File: src/rtl/eth_rx_pkg.sv
// Shared types and constants for the GMII receive path: FSM states, CRC-32
// parameters, preamble/SFD bytes and delay-line geometry.
package eth_rx_pkg;

  typedef enum logic [1:0] {
    IDLE     = 2'd0,
    PREAMBLE = 2'd1,
    DATA     = 2'd2,
    DROP     = 2'd3
  } rx_state_e;

  // CRC-32 (IEEE 802.3); the reflected form drives the LSB-first update.
  localparam logic [31:0] CRC_POLY      = 32'h04C11DB7;
  localparam logic [31:0] CRC_POLY_REFL = 32'hEDB88320;
  localparam logic [31:0] CRC_INIT      = 32'hFFFFFFFF;
  localparam logic [31:0] CRC_RESIDUE   = 32'hDEBB20E3;

  localparam logic [7:0] PREAMBLE_BYTE = 8'h55;
  localparam logic [7:0] SFD_BYTE      = 8'hD5;

  // The delay line is one byte deeper than the FCS so that the last payload
  // byte is still held when dv falls and can be tagged as eof.
  localparam int DLY_DEPTH = 5;
  localparam int FCS_LEN   = 4;
  localparam int LEN_W     = 11;

  function automatic logic [LEN_W-1:0] len_sat_inc(input logic [LEN_W-1:0] l);
    return (&l) ? l : l + 1'b1;
  endfunction

endpackage

File: src/rtl/crc32_d8.sv
// Combinational CRC-32 next state for one byte, reflected/LSB-first.
// Latency: 0 cycles (pure logic). Backpressure: none.
module crc32_d8
  import eth_rx_pkg::*;
(
  input  logic [31:0] crc_in,
  input  logic [7:0]  data,
  output logic [31:0] crc_out
);

  logic [31:0] c;

  always_comb begin
    c = crc_in ^ {24'h0, data};
    for (int i = 0; i < 8; i++) begin
      c = c[0] ? ((c >> 1) ^ CRC_POLY_REFL) : (c >> 1);
    end
    crc_out = c;
  end

endmodule

File: src/rtl/gmii_rx_framer.sv
// GMII receive framer: strips preamble/SFD/FCS, flags length (and CRC under GMII_RX_CRC_CHK_EN) errors.
// Latency: payload byte i appears the cycle after byte i+5 is sampled; eof the cycle after dv falls.
// Backpressure: none -- GMII cannot be stalled, every output is a registered single-cycle pulse.
module gmii_rx_framer
  import eth_rx_pkg::*;
#(
  parameter int MIN_LEN = 64,
  parameter int MAX_LEN = 1518
) (
  input  logic        clk,
  input  logic        rst_n,
  input  logic        gmii_rx_dv,
  input  logic [7:0]  gmii_rxd,
  output logic        out_valid,
  output logic [7:0]  out_data,
  output logic        out_sof,
  output logic        out_eof,
  output logic        out_err,
  output logic [10:0] out_len,
  output logic [15:0] frame_ok_cnt,
  output logic [15:0] frame_err_cnt
);

  localparam logic [LEN_W-1:0] MIN_L    = MIN_LEN[LEN_W-1:0];
  localparam logic [LEN_W-1:0] MAX_L    = MAX_LEN[LEN_W-1:0];
  localparam logic [LEN_W-1:0] FCS_L    = FCS_LEN[LEN_W-1:0];
  localparam logic [2:0]       DLY_FULL = DLY_DEPTH[2:0];

  rx_state_e        state, state_nxt;
  logic             frame_start;
  logic             byte_push;
  logic             frame_close;
  logic             frame_abort;

  logic [7:0]       dly [DLY_DEPTH];
  logic [2:0]       dly_cnt;
  logic [LEN_W-1:0] len;
  logic             sof_pend;
  logic             len_bad;
  logic             crc_bad;
  logic             frame_bad;

  always_ff @(posedge clk or negedge rst_n) begin
    if (!rst_n) state <= IDLE;
    else        state <= state_nxt;
  end

  always_comb begin
    state_nxt   = state;
    frame_start = 1'b0;
    byte_push   = 1'b0;
    frame_close = 1'b0;
    frame_abort = 1'b0;
    case (state)
      IDLE: begin
        if (gmii_rx_dv) state_nxt = (gmii_rxd == PREAMBLE_BYTE) ? PREAMBLE : DROP;
      end
      PREAMBLE: begin
        if (!gmii_rx_dv) begin
          state_nxt   = IDLE;
          frame_abort = 1'b1;
        end else if (gmii_rxd == SFD_BYTE) begin
          state_nxt   = DATA;
          frame_start = 1'b1;
        end else if (gmii_rxd != PREAMBLE_BYTE) begin
          state_nxt = DROP;
        end
      end
      DATA: begin
        if (gmii_rx_dv) begin
          byte_push = 1'b1;
        end else begin
          frame_close = 1'b1;
          state_nxt   = IDLE;
        end
      end
      DROP: begin
        if (!gmii_rx_dv) begin
          state_nxt   = IDLE;
          frame_abort = 1'b1;
        end
      end
      default: state_nxt = IDLE;
    endcase
  end

`ifdef GMII_RX_CRC_CHK_EN
  logic [31:0] crc;
  logic [31:0] crc_nxt;

  crc32_d8 u_crc32_d8 (
    .crc_in  (crc),
    .data    (gmii_rxd),
    .crc_out (crc_nxt)
  );

  // Running over the FCS too leaves the fixed residue on a clean frame.
  always_ff @(posedge clk or negedge rst_n) begin
    if (!rst_n)           crc <= CRC_INIT;
    else if (frame_start) crc <= CRC_INIT;
    else if (byte_push)   crc <= crc_nxt;
  end

  assign crc_bad = (crc != CRC_RESIDUE);
`else
  assign crc_bad = 1'b0;
`endif

  assign len_bad   = (len < MIN_L) || (len > MAX_L);
  assign frame_bad = len_bad || crc_bad;

  always_ff @(posedge clk or negedge rst_n) begin
    if (!rst_n) begin
      for (int i = 0; i < DLY_DEPTH; i++) dly[i] <= 8'h00;
      dly_cnt       <= 3'd0;
      len           <= '0;
      sof_pend      <= 1'b0;
      out_valid     <= 1'b0;
      out_data      <= 8'h00;
      out_sof       <= 1'b0;
      out_eof       <= 1'b0;
      out_err       <= 1'b0;
      out_len       <= '0;
      frame_ok_cnt  <= 16'h0000;
      frame_err_cnt <= 16'h0000;
    end else begin
      out_valid <= 1'b0;
      out_sof   <= 1'b0;
      out_eof   <= 1'b0;
      out_err   <= 1'b0;

      if (frame_start) begin
        dly_cnt  <= 3'd0;
        len      <= '0;
        sof_pend <= 1'b1;
      end

      if (byte_push) begin
        dly[0] <= gmii_rxd;
        for (int i = 1; i < DLY_DEPTH; i++) dly[i] <= dly[i-1];
        len <= len_sat_inc(len);
        if (dly_cnt == DLY_FULL) begin
          out_valid <= 1'b1;
          out_data  <= dly[DLY_DEPTH-1];
          out_sof   <= sof_pend;
          sof_pend  <= 1'b0;
        end else begin
          dly_cnt <= dly_cnt + 3'd1;
        end
      end

      // The four youngest held bytes are the FCS and are simply dropped.
      if (frame_close) begin
        dly_cnt  <= 3'd0;
        sof_pend <= 1'b0;
        if (dly_cnt == DLY_FULL) begin
          out_valid <= 1'b1;
          out_data  <= dly[DLY_DEPTH-1];
          out_sof   <= sof_pend;
          out_eof   <= 1'b1;
          out_err   <= frame_bad;
          out_len   <= len - FCS_L;
          if (frame_bad) frame_err_cnt <= frame_err_cnt + 16'd1;
          else           frame_ok_cnt  <= frame_ok_cnt + 16'd1;
        end else begin
          frame_err_cnt <= frame_err_cnt + 16'd1;
        end
      end

      if (frame_abort) frame_err_cnt <= frame_err_cnt + 16'd1;
    end
  end

endmodule

File: config.mk
export PLATFORM = sky130hd
export DESIGN_NAME = gmii_rx_framer
export DESIGN_NICKNAME = d
export VERILOG_FILES = /design/src/rtl/eth_rx_pkg.sv /design/src/rtl/crc32_d8.sv /design/src/rtl/gmii_rx_framer.sv
export SDC_FILE = /design/constraint.sdc
export NUM_CORES = 1
export LEC_CHECK = 0
export ABC_CLOCK_PERIOD_IN_PS = 2100
export CAP_MARGIN = 20
export CELL_PAD_IN_SITES_DETAIL_PLACEMENT = 0
export CELL_PAD_IN_SITES_GLOBAL_PLACEMENT = 2
export CORE_UTILIZATION = 33
export CTS_CLUSTER_DIAMETER = 50
export DETAILED_ROUTE_END_ITERATION = 10
export GPL_TIMING_DRIVEN = 0
export HOLD_SLACK_MARGIN = 0.1
export PLACE_DENSITY = 0.82
export SLEW_MARGIN = 20
export SYNTH_ARGS = -nofsm -noshare
export SYNTH_HDL_FRONTEND = slang
export SYNTH_SLANG_ARGS = --single-unit
File: constraint.sdc
create_clock -name clk -period 2.1 [get_ports clk]
set_input_delay 0.42 -clock clk [delete_from_list [all_inputs] [get_ports clk]]
set_output_delay 0.42 -clock clk [all_outputs]
set_load 0.01 [all_outputs]
-- After elaboration in Yosys (flattened, before gate mapping)
Cells that the tools add are included.
- output and inout bits: 55
- input bits: 11
- register bits: 112
- word-level logic and storage cells: 94
- reductions and logical operators: 12
- eq/ne operators: 12
- add/sub/neg operators: 5
- muxes and demuxes: 45
- bitwise operators: 1
- order comparisons: 2
- operators with widths (cell ; count):
    2-to-1 mux 16 bit ; 4
    2-to-1 mux 11 bit ; 3
    adder 16 x 1 -> 16 bit (second input constant) ; 2
    2-to-1 mux 8 bit ; 4
    2-to-1 mux 1 bit ; 23
    2-to-1 mux 2 bit ; 6
    2-to-1 mux 3 bit ; 4
    adder 11 x 1 -> 11 bit (second input constant) ; 1
    > comparator 11 bit (second input constant) ; 1
    < comparator 11 x 7 -> 1 bit (second input constant) ; 1
    AND reduction 11 bit ; 1
    subtractor 11 x 3 -> 11 bit (second input constant) ; 1
    == test 8 x 7 -> 1 bit (second input constant) ; 1
    == test 8 bit (second input constant) ; 1
    inequality test 8 x 7 -> 1 bit (second input constant) ; 1
    inequality test 2 bit (second input constant) ; 3
    one-hot mux 2 bit (3 select lines) ; 1
    AND reduction 2 bit ; 3
    AND reduction 3 bit ; 2
    == test 2 bit (second input constant) ; 2
    inequality test 4 bit (second input constant) ; 1
    nonzero test 2 bit ; 2
    OR reduction 2 bit ; 2
    adder 3 x 1 -> 3 bit (second input constant) ; 1
    6 further kinds ; 6

-- Logic depth before layout (Yosys ltp)
- depth after elaboration: 8
- depth in mapped cells: 10
- depth with buffers taken out: 9

-- Worst setup path after synthesis
OpenSTA, ideal clock, no wires.
- path type: reg-to-reg
- start: reg dly_cnt[1]
- end: reg frame_ok_cnt[13]
- library setup time: 0.125 ns
- buffers on the path: 1
- path slack: 0.123 ns
- arrival time: 1.852 ns
- period minus slack after synthesis: 1.977 ns
- stages on the path, launching flop included: 11
- required time: 1.975 ns
- cell sequence: dfrtp_1 inv_1 ha_1 and2_1 buf_4 nand2_2 inv_2 o2111ai_4 nor4_4 nand4_1 xnor2_1
- cells in the longest elaborated chain, start to end: 2
- ends and longest elaborated chain (element ; RTL line ; text):
    from (decl) ; gmii_rx_framer.sv:36 ; logic [2:0] dly_cnt;
    from (signal assigned) ; gmii_rx_framer.sv:148 ; dly_cnt <= dly_cnt + 3'd1;
    == test 3 bit ; gmii_rx_framer.sv:156 ; if (dly_cnt == DLY_FULL) begin
    AND reduction 3 bit (no source line) ; -- ;
    to (signal assigned) ; gmii_rx_framer.sv:164 ; else frame_ok_cnt <= frame_ok_cnt + 16'd1;
    to (decl) ; gmii_rx_framer.sv:20 ; output logic [15:0] frame_ok_cnt,
Every way passes these cells.
A chain may end at the register's enable or synchronous reset.

-- Worst setup path in the final report
- start: reg len[7]
- end: reg frame_ok_cnt[5]
- cells in the longest elaborated chain, start to end: 4
- elaborated cells on any way between the ends: 5
- classes of those cells: order compare: 2; bitwise: 1; reduce/logical: 2
- ends and longest elaborated chain (element ; RTL line ; text):
    from (decl) ; gmii_rx_framer.sv:37 ; logic [LEN_W-1:0] len;
    from (signal assigned) ; gmii_rx_framer.sv:141 ; len <= len_sat_inc(len);
    < comparator 11 x 7 -> 1 bit or > comparator 11 bit (tied branches) ; gmii_rx_framer.sv:109 ; assign len_bad = (len < MIN_L) || (len > MAX_L);
    logical OR 1 bit * ; gmii_rx_framer.sv:109 ;
    NOT 1 bit (no source line) * ; -- ;
    AND reduction 3 bit (no source line) * ; -- ;
Every way passes the cells marked *; elsewhere a longest branch is shown, timed or not.

==> flow_summary.toml <==
[logic_synthesis]
synthCells = 416
synth_seq_cells = 112
synth_edf_count = 0
syn_nets = 434
synth_flop_cell = "dfrtp_1"
synth_area_sq_um = 4936
synth_cell_types = 51
async_reset_ff_share_pct = 100.0
yosysSeqAreaShare_pct = 56.78
ys_warn_count = 0
synth.avg_cell_area_sq_um = 11.87

[grt]
grt_overflow = 0
grtUsageTotal_pct = 13.63
first_global_vias = 3380
antenna_found_initial = 0
grt_max_degree = 58
grt_pass1_wl_mm = 17.05

[power_and_ir_drop]
power_frac_clock_pct = 29.1
p_int_w = 0.004848
p_sw_share_pct = 27.89
ir_drop_mv = 0.6258
p_leak_nw = 2.747
p_comb_share_pct = 24.5
power_density_nw_per_um2 = 1062
p_sw_w = 0.001875
power_frac_seq_pct = 46.4

[setup_path]
crit_arrival_ns = 2.28
r2r_slack_ns = 0.06
reg2reg_to = "frame_ok_cnt[5]"
path_cells = "buf_6 > or4_4 > o2111ai_4 > nor4_4 > buf_4 > buf_4 > xor2_1"
critical_path_required_ns = 2.33
crit_fanout = 10
crit_slowest_cell = "or4_4"
slowest_delay_ns = 0.60
cp-start-kind = "flip-flop"
worstSetupEndpointType = "flip-flop"
cp_common_cell = "buf_4"
reg2regPathDepth = 7
reg2reg_from = "len[7]"
critPathTopFamily = "simple AND/OR/NAND/NOR gates"
crit_buf_inv = 3
crit_type = "flip-flop to flip-flop"

[final_layout]
final_area_sq_um = 6329
drive_above_1_share_pct = 19.88
antenna_cells = 0
area_growth_pct = 28.21
final_nets = 522

[sta]
finalHoldViolCount = 0
fin_setup_tns_ns = 0
tightest_slew_ns = 0.5578
drv_slew = 0
finalClockSkew_ns = 0.009495
fmax_mhz = 489.4
finalCriticalPeriod_ns = 2.043
holdWs_ns = 0.4704
timing.final.ws_setup_ns = 0.05682
grt_setup_unrepaired = "yes"
finalCritPeriodShare_pct = 97.29
setup_violations = 0
max_slew_margin_pct = 62.81

[placement]
port_buffers = 64
place_ws_ns = -0.5808
hpwlAfterDp_mm = 6.904
place_area_sq_um = 5836
gp_congestion = 0.7516

[floorplanning]
num_rows = 44
ioPinCount = 66
coreArea_sq_um = 14590
chipWidth_um = 124.3
initial_core_util_pct = 33.83
die_h_um = 124.3
dieArea_sq_um = 15450

[worst_hold_path]
worstHoldEndpoint = "out_data[0]"
min_from = "dly[0]"
hold_depth = 2
hp-class = "flip-flop to flip-flop"

[drt]
dr.first_iter.drc_count = 127
route.detailed.drc = 0
via_per_inst = 4.864
drt-total-wl_mm = 9.774
wire_per_inst_um = 14.12
postRouteAntennaNets = 0
drt-pass1-iter-count = 4
num_vias = 3366

[clock_network]
clockBufferDepth = 2
cts_made_buffers = 9
clkSlewWorstSetupHoldPaths_ns = 0.07
tritoncts = "built"
cts-root-buf = "clkbuf_16"
clock_sinks = 112
clock_latency_ns = 0.35
cts_max_level = 3

[outcome]
status = "complete, no violations"

[job]
max_cap_violations = 0
-- routing by layer --
metal | up-vias | share of wire, % | global-route usage [%]
li1 | 1612 | - | -
met1 | 1679 | 48 | 18.52
met2 | 69 | 47 | 20.80
met3 | 6 | 4.2 | 4.381
met4 | 0 | 1.1 | 3.827
met5 | - | 0 | 0
-- flip-flops by register name (all words and copies together) (netlist names) --
signal / count
out_sof: 1
dly_cnt: 3
state: 2
frame_err_cnt: 16
dly: 40
frame_ok_cnt: 16
out_len: 11
out_eof: 1
out_valid: 1
out_err: 1
sof_pend: 1
out_data: 8
len: 11
-- layout make-up --
cell class	instances	area [sq um]
Buffer	15	75.07
Clock buffer	9	225.2
Tap cell	184	230.2
Timing Repair Buffer	77	762.0
Multi-Input combinational cell	281	2083
Fill cell	1342	8260
Clock inverter	6	115.1
Sequential cell	112	2803
Inverter	8	35.03
-- cell usage after synthesis (all sizes together) (3+ instances only) --
cell | count | area share, %
a31oi | 3 | 0.38
and2 | 3 | 0.38
and3 | 5 | 0.63
and4 | 4 | 0.74
buf | 5 | 0.66
clkbuf | 10 | 0.79
dfrtp | 112 | 57
ha | 7 | 1.8
inv | 8 | 0.61
mux2 | 43 | 9.8
nand2 | 63 | 4.8
nand2b | 3 | 0.38
nand3 | 20 | 2.0
nand4 | 8 | 1.0
nor2 | 25 | 2.0
nor3 | 13 | 1.6
nor4 | 4 | 1.4
o21ai | 14 | 1.6
o31ai | 3 | 0.46
xnor2 | 26 | 4.6
xor2 | 16 | 2.8
-- worst min-delay path, stage by stage (launching register included) --
cell	delay [ns]
dfrtp_1	0.35
nand2_1	0.05
nand2_1	0.04
-- cells in the final DEF (no fill, tap or decap), types with 3 or more instances in the layout --
cell type and count:
nor3_2 4, and3_1 5, ha_1 6, xnor2_1 26, and4_1 3, inv_6 3, bufinv_16 3, nand4_1 8
nor4_4 3, buf_2 3, nor3_1 8, clkdlybuf4s50_1 63, buf_6 3, dfrtp_1 112, o31ai_1 3, nand2b_1 3
xor2_1 16, nor2_1 24, nand2_1 62, nand3_1 20, o21ai_0 13, clkbuf_16 9, inv_1 6, buf_4 11
mux2_2 43, clkbuf_1 9
-- how the worst max path moves through the flow --
stage                      from                 to  depth (start not counted)
global route             len[7]  frame_err_cnt[15]                          6
global placement          rst_n            dly[37]                          1
floorplan            dly_cnt[1]   frame_ok_cnt[13]                         10
CTS                      len[4]  frame_err_cnt[15]                          6
finish                   len[7]    frame_ok_cnt[5]                          7
detailed placement  gmii_rxd[1]             len[0]                          5
-- stage by stage --
stage | power [W] | std cells | util (%)
after detailed placement | 0.004795 | 665 | 40.00
after CTS | 0.006798 | 687 | 42.80
after floorplan | 0.004011 | 416 | -
final | 0.006724 | 692 | 43.38
after global placement | 0.004709 | 664 | 39.80
after global routing | 0.007125 | 692 | 43.38
-- timing repair --
action                                  CTS  global route
pin swaps                                 3             3
gates resized for setup                   3            12
hold buffers                              1             0
buffers inserted                          6             5
endpoints found under the setup margin   23            27
endpoints found under the hold margin    56             0
-- power by group through the flow --
stage | logic [W] | clock network [W] | registers (W)
2_1_floorplan | 0.000840 | 0 | 0.00317
3_3_place_gp | 0.00157 | 0 | 0.00313
3_5_place_dp | 0.00163 | 0 | 0.00317
4_1_cts | 0.00165 | 0.00202 | 0.00312
5_1_grt | 0.00182 | 0.00210 | 0.00321
6_report | 0.00165 | 0.00195 | 0.00312
-- kinds of logic after synthesis --
kind of cell | Yosys count | synth area share, %
adder cells (fa/ha/maj) | 7 | 1.774
AND/OR/NAND/NOR | 160 | 17.39
multiplexers | 43 | 9.810
flip-flops | 112 | 56.78
XOR/XNOR | 42 | 7.452
buffers and inverters | 23 | 2.053
AO/OA/AOI/OAI | 29 | 4.740
(Power assumes the default switching activity.)
